`config.mk`:
```
export PLATFORM = sky130hd
export DESIGN_NAME = divisor_frecuencia_prog
export DESIGN_NICKNAME = d
export VERILOG_FILES = /design/src/rtl/divisor_frecuencia_prog.sv
export SDC_FILE = /design/constraint.sdc
export NUM_CORES = 1
export LEC_CHECK = 0
export ABC_CLOCK_PERIOD_IN_PS = 4700
export CAP_MARGIN = 20
export CORE_ASPECT_RATIO = 0.9
export CORE_MARGIN = 8
export CORE_UTILIZATION = 55
export CTS_BUF_LIST = sky130_fd_sc_hd__clkbuf_8 sky130_fd_sc_hd__clkbuf_16
export DETAILED_ROUTE_END_ITERATION = 7
export PLACE_DENSITY = 0.77
export REMOVE_ABC_BUFFERS = 1
export SLEW_MARGIN = 20
export SYNTH_ARGS = -nofsm -noshare
export SYNTH_HDL_FRONTEND = slang
export SYNTH_SLANG_ARGS = --single-unit
```
`constraint.sdc`:
```
create_clock -name clk_in -period 4.7 [get_ports clk_in]
set_input_delay 0.94 -clock clk_in [delete_from_list [all_inputs] [get_ports clk_in]]
set_output_delay 0.94 -clock clk_in [all_outputs]
set_load 0.01 [all_outputs]
```
`src/rtl/divisor_frecuencia_prog.sv`:
```
// Multi-channel programmable frequency divider: per channel a one-cycle tick every D
// cycles and a 50% square wave of period 2*D, with glitch-free divisor updates.
module divisor_frecuencia_prog #(
    parameter int NCH         = 4,
    parameter int W           = 27,
    parameter int DIV_DEFAULT = 50_000_000
) (
    input  logic                                     clk_in,
    input  logic                                     reset,
    input  logic                                     en,
    input  logic                                     sync,
    input  logic                                     wr_en,
    input  logic [((NCH > 1) ? $clog2(NCH) : 1)-1:0] wr_ch,
    input  logic [W-1:0]                             wr_div,
    input  logic                                     wr_restart,
    output logic [NCH-1:0]                           tick,
    output logic [NCH-1:0]                           div_frec,
    output logic [NCH-1:0]                           upd_pend
);

    localparam logic [W-1:0] DEF = W'(DIV_DEFAULT);

    logic [W-1:0]   d_q   [NCH];
    logic [W-1:0]   p_q   [NCH];
    logic [W-1:0]   cnt_q [NCH];
    logic [NCH-1:0] pend_q;
    logic [NCH-1:0] tick_q;
    logic [NCH-1:0] frec_q;

    logic [NCH-1:0] sel;
    logic [NCH-1:0] wrap;
    logic [W-1:0]   div_eff;

    // A zero divisor is stored as 1 so the counter compare below never underflows.
    assign div_eff = (wr_div == '0) ? W'(1) : wr_div;

    // NOTE: every variable driven here gets a default first, so no latch can be inferred.
    always_comb begin
        sel  = '0;
        wrap = '0;
        for (int c = 0; c < NCH; c++) begin
            sel[c]  = wr_en && (int'(wr_ch) == c);
            wrap[c] = (cnt_q[c] == d_q[c] - W'(1));
        end
    end

    // NOTE: sequential state uses non-blocking assignments only, so D <= P always
    // sees the pending value from before any same-cycle write.
    always_ff @(posedge clk_in) begin
        for (int c = 0; c < NCH; c++) begin
            if (reset) begin
                d_q[c]    <= DEF;
                p_q[c]    <= DEF;
                cnt_q[c]  <= '0;
                pend_q[c] <= 1'b0;
                tick_q[c] <= 1'b0;
                frec_q[c] <= 1'b0;
            end else if (sync) begin
                cnt_q[c]  <= '0;
                tick_q[c] <= 1'b0;
                frec_q[c] <= 1'b0;
                if (pend_q[c]) d_q[c] <= p_q[c];
                pend_q[c] <= 1'b0;
                // A plain write landing with sync stays pending for the next wrap.
                if (sel[c] && !wr_restart) begin
                    p_q[c]    <= div_eff;
                    pend_q[c] <= 1'b1;
                end
            end else if (sel[c] && wr_restart) begin
                d_q[c]    <= div_eff;
                cnt_q[c]  <= '0;
                tick_q[c] <= 1'b0;
                frec_q[c] <= 1'b0;
                pend_q[c] <= 1'b0;
            end else begin
                if (en && wrap[c]) begin
                    cnt_q[c]  <= '0;
                    tick_q[c] <= 1'b1;
                    frec_q[c] <= ~frec_q[c];
                    if (pend_q[c]) begin
                        d_q[c]    <= p_q[c];
                        pend_q[c] <= 1'b0;
                    end
                end else begin
                    if (en) cnt_q[c] <= cnt_q[c] + W'(1);
                    tick_q[c] <= 1'b0;
                end
                if (sel[c]) begin
                    p_q[c]    <= div_eff;
                    pend_q[c] <= 1'b1;
                end
            end
        end
    end

    assign tick     = tick_q;
    assign div_frec = frec_q;
    assign upd_pend = pend_q;

endmodule

```
==> reports/qor.csv, run 1 <==
stage;metric;value;unit
status;result of the run;finished clean;
final_layout;fillcell total;2988;
power_and_ir_drop;total internal power;5370;µW
drt;Wirelength per Cell;22.6;µm
clock_network;cells resized by post-CTS repair;0;
placed_design;final weighted congestion of routability-driven global placement;0.941;
global_routing;antenna violations before repair;1;
clock_network;Num CTS Buffers;38;
synth;fraction of registers with async set/reset;0;%
drt;Iter 0 DRT Violations;1732;
placed_design;worst setup timing slack at the placement stage;0.399;ns
floorplan;Core Area;37300;µm²
clock_network;clock root buffer;sky130_fd_sc_hd__clkbuf_16;
drt;DRC violation count after routing;0;
synth;top flip-flop cell by instance count after synthesis;sky130_fd_sc_hd__edfxtp_1;
clock_network;clock net sink count;336;
drt;number of routed nets with antenna violations;0;
floorplan;top-level port count;47;
power_and_ir_drop;net switching power;1780;µW
clock_network;quantity of hold-fixing buffers added after cts;0;
synth;number of standard cells after synthesis;2016;
sta;min Tclk post-route;4.39;ns
global_routing;GR met1 Demand/Resource;32.9;%
setup_path;Worst path top cell family by delay;simple AND/OR/NAND/NOR gates;
synth;count of flip-flops with a built-in enable after synthesis;324;
sta;total negative slack;0;ns
final_layout;NumNets Final;2069;
sta;Final Hold Violating Endpoints;0;
min_path;class of the most critical hold timing path;reg -> reg;
setup_path;highest net fanout along the worst path;27;
final_layout;# diodes;0;
setup_path;kind of critical path;reg -> reg;
power_and_ir_drop;P_leak;0.00752;µW
synth;flop and latch count out of synthesis;336;
setup_path;sort of element at the end of the critical path;flop;
sta;largest clock skew in the final design;0.0135;ns
floorplan;standard-cell rows;67;
power_and_ir_drop;VDD IR-drop max;0.291;mV
drt;length of the first detailed-routing pass in iterations;5;
global_routing;grt met2 use;39.1;%
job;number of violations of the max-capacitance limit;0;
drt;DRT Wirelength;57.2;mm
floorplan;starting density of the core;55.8;%
global_routing;Top Usage Layer GRT;met2;
power_and_ir_drop;Gate power share;9.0;%
sta;Final Cycle Share;93.5;%
clock_network;clock tree from TritonCTS;done;
setup_path;required arrival time at the worst endpoint;4.92;ns
final_layout;combined flip-flop and latch cell area;9970;µm²
final_layout;Layout area overhead;11.0;%
sta;Highest Clock Rate;0.228;GHz
clock_network;CTS clk-pin slew, worst paths;0.06;ns
global_routing;pin count of the biggest net entering global routing;50;
drt;vias after detailed routing;17071;
setup_path;cell with the largest stage delay on the worst path;sky130_fd_sc_hd__or4_4;
clock_network;H-tree depth;2;
global_routing;first-pass GRT wire length;89.7;mm
sta;worst hold margin;0.516;ns
power_and_ir_drop;Clk pwr share;40.7;%
synth;count of distinct cell types in the synthesized netlist;84;
power_and_ir_drop;Power Density;309;nW/µm²
clock_network;Clock Tree Buf Depth;3;
synth;post-synthesis sequential area ratio;47.9;%
sta;number of pins with negative max-slew slack in the final report;0;
global_routing;total routing resource utilization after global routing;24.7;%
final_layout;share of final-layout standard cells stronger than drive strength 1;8.13;%
synth;mean instance size in the synthesized netlist;10.3;µm²
sta;final setup violating endpoints;0;
power_and_ir_drop;share of power burned in registers;50.3;%
setup_path;Max stage delay on crit path;0.60;ns
floorplan;floorplan die area;44300;µm²
sta;worst max-slew margin expressed relative to the limit;23.8;%
setup_path;worst reg2reg setup slack;0.31;ns
setup_path;arrival time of data at the critical path endpoint;4.61;ns
sta;unrepaired setup endpoints after global routing;false;
floorplan;y dimension of the die;201;µm
clock_network;Skew-Pair Late Insertion Delay;0.56;ns
global_routing;via count of the first global-routing pass;16157;
sta;worst-case setup margin in the final layout;0.308;ns
placed_design;number of buffers inserted by port buffering;46;
power_and_ir_drop;switching share of power;24.8;%
synth;Syn. warnings;0;
global_routing;fraction of met3 tracks used by global routing;4.47;%
global_routing;final global-route overflow total;0;
placed_design;HPWL Detailed;39.4;mm
drt;Via-to-Cell Ratio;6.73;
setup_path;ordered list of cells on the worst path;inv_1 -> ha_1 -> or4b_1 -> or3_1 -> nor4_1 -> nor3_1 -> or4_4 -> nor4b_1 -> o22a_1 -> buf_4;
setup_path;crit start category;flop;
clock_network;Setup Buffers After CTS;0;
final_layout;area occupied by multi-input gates;10100;µm²
setup_path;number of buffers and inverters on the critical path;2;
floorplan;Die Span X;221;µm
synth;post-synthesis cell area;20800;µm²
sta;pin slew with the least headroom to its limit;1.14;ns
[Yosys cell counts (all sizes together) (24+ instances only)]
cell type    n  area [µm²]
buf         27         133
o21ai       54         270
inv         51         191
xor2        85         744
nand3b      25         188
o32ai       25         219
edfxtp     324        9730
nor3       129         646
nand4       39         250
nor2        87         327
a32oi       28         245
nand3       75         375
a32o        28         280
xnor2      133        1160
nand2b      69         432
clkbuf     115         433
or4         26         206
and3        83         519
a21oi       43         219
nor4        57         403
nor2b       24         150
nand2      121         454
a31o        32         280
a31oi       44         275
[worst min-delay path: stages, from the launching register on]
cell                      delay (ns)
sky130_fd_sc_hd__dfxtp_1        0.35
sky130_fd_sc_hd__nand2_1        0.07
sky130_fd_sc_hd__mux2i_1        0.05
[metrics by stage]
stage	util [%]	instance area, µm²	power [µW]	cells
global route	61.9	23100	7340	2538
detailed placement	58.6	21900	4280	2468
CTS	61.8	23100	7170	2537
global placement	58.6	21900	4250	2468
finish	61.9	23100	7150	2538
floorplan	-	20200	3980	1874
[metal layers]
| layer | wire length [µm] | share of wire (%) |
|---|---|---|
| met1 | 24200 | 42 |
| met2 | 26200 | 46 |
| met3 | 4710 | 8.2 |
| met4 | 2180 | 3.8 |
| met5 | 0 | 0 |
[power groups by stage]
stage | registers, µW | logic (µW) | clock network (µW)
2_1_floorplan | 3610 | 377 | 0
3_3_place_gp | 3640 | 610 | 0
3_5_place_dp | 3650 | 625 | 0
4_1_cts | 3590 | 629 | 2950
5_1_grt | 3610 | 690 | 3040
6_report | 3590 | 642 | 2910
[cells in the final DEF (no fill, tap or decap), drive strengths merged, types with 21 or more instances in the layout]
cell type / synthesis / routed
nand3: 75 / 75
o32ai: 25 / 25
buf: 27 / 66
a32o: 28 / 28
nand3b: 25 / 25
o21ai: 54 / 54
xnor2: 133 / 133
nor3: 129 / 129
nand4: 39 / 39
nor2b: 24 / 24
nor2: 87 / 87
inv: 51 / 63
or4: 26 / 26
nand2b: 69 / 69
or3: 22 / 22
and3: 83 / 83
a21oi: 43 / 43
clkdlybuf4s50: 0 / 46
a31oi: 44 / 44
and4: 21 / 21
nand2: 121 / 121
clkbuf: 115 / 44
xor2: 85 / 85
nor4: 57 / 57
a32oi: 28 / 28
edfxtp: 324 / 324
a31o: 32 / 32
[sequential cells by signal, indices dropped and copies added, names as in the netlist]
register and count:
d_q 108, cnt_q 108, div_frec 4, tick 4, upd_pend 4, p_q 108
[layout make-up]
class	instances	share of cell area, %
multi-input combinational	1487	43.9
clock buffer	44	4.52
tap	483	2.62
timing repair buffer	112	4.23
sequential	336	43.2
clock inverter	25	0.715
inverter	51	0.829
[kinds of logic after synthesis]
kind of cell	count (synthesis)	share of synthesized area, %
DFF	336	47.9
adders and majority gates	8	0.481
AOI/OAI and AO/OA	405	14.9
buffers and inverters	193	3.64
muxes	13	0.643
and+or+nand+nor	842	23.2
xor gates and xnor gates	219	9.28
[worst paths after layout]
kind / startpoint / end / cells after the start
max: d_q[0][0] / d_q[0][2] / 10
min: div_frec[1] / div_frec[1] / 2
max reg2reg: d_q[0][0] / d_q[0][2] / 10
min reg2reg: div_frec[1] / div_frec[1] / 2
No activity file was read; power rests on OpenSTA's default activity.
==> inputs of run 2 (changes only) <==
--- a/config.mk
+++ b/config.mk
@@ -14,6 +14,7 @@
 export DETAILED_ROUTE_END_ITERATION = 7
 export PLACE_DENSITY = 0.77
 export REMOVE_ABC_BUFFERS = 1
+export SKIP_LAST_GASP = 1
 export SLEW_MARGIN = 20
 export SYNTH_ARGS = -nofsm -noshare
 export SYNTH_HDL_FRONTEND = slang
==> results of run 2 <==
Final layout, timing and power as in run 1 (identical DEF).
==> inputs of run 3 (changes only) <==
--- a/config.mk
+++ b/config.mk
@@ -5,12 +5,12 @@
 export SDC_FILE = /design/constraint.sdc
 export NUM_CORES = 1
 export LEC_CHECK = 0
-export ABC_CLOCK_PERIOD_IN_PS = 4700
 export CAP_MARGIN = 20
 export CORE_ASPECT_RATIO = 0.9
 export CORE_MARGIN = 8
 export CORE_UTILIZATION = 55
 export CTS_BUF_LIST = sky130_fd_sc_hd__clkbuf_8 sky130_fd_sc_hd__clkbuf_16
+export CTS_CLUSTER_SIZE = 40
 export DETAILED_ROUTE_END_ITERATION = 7
 export PLACE_DENSITY = 0.77
 export REMOVE_ABC_BUFFERS = 1
==> results of run 3 <==
Final layout, timing and power as in run 1 (identical DEF).
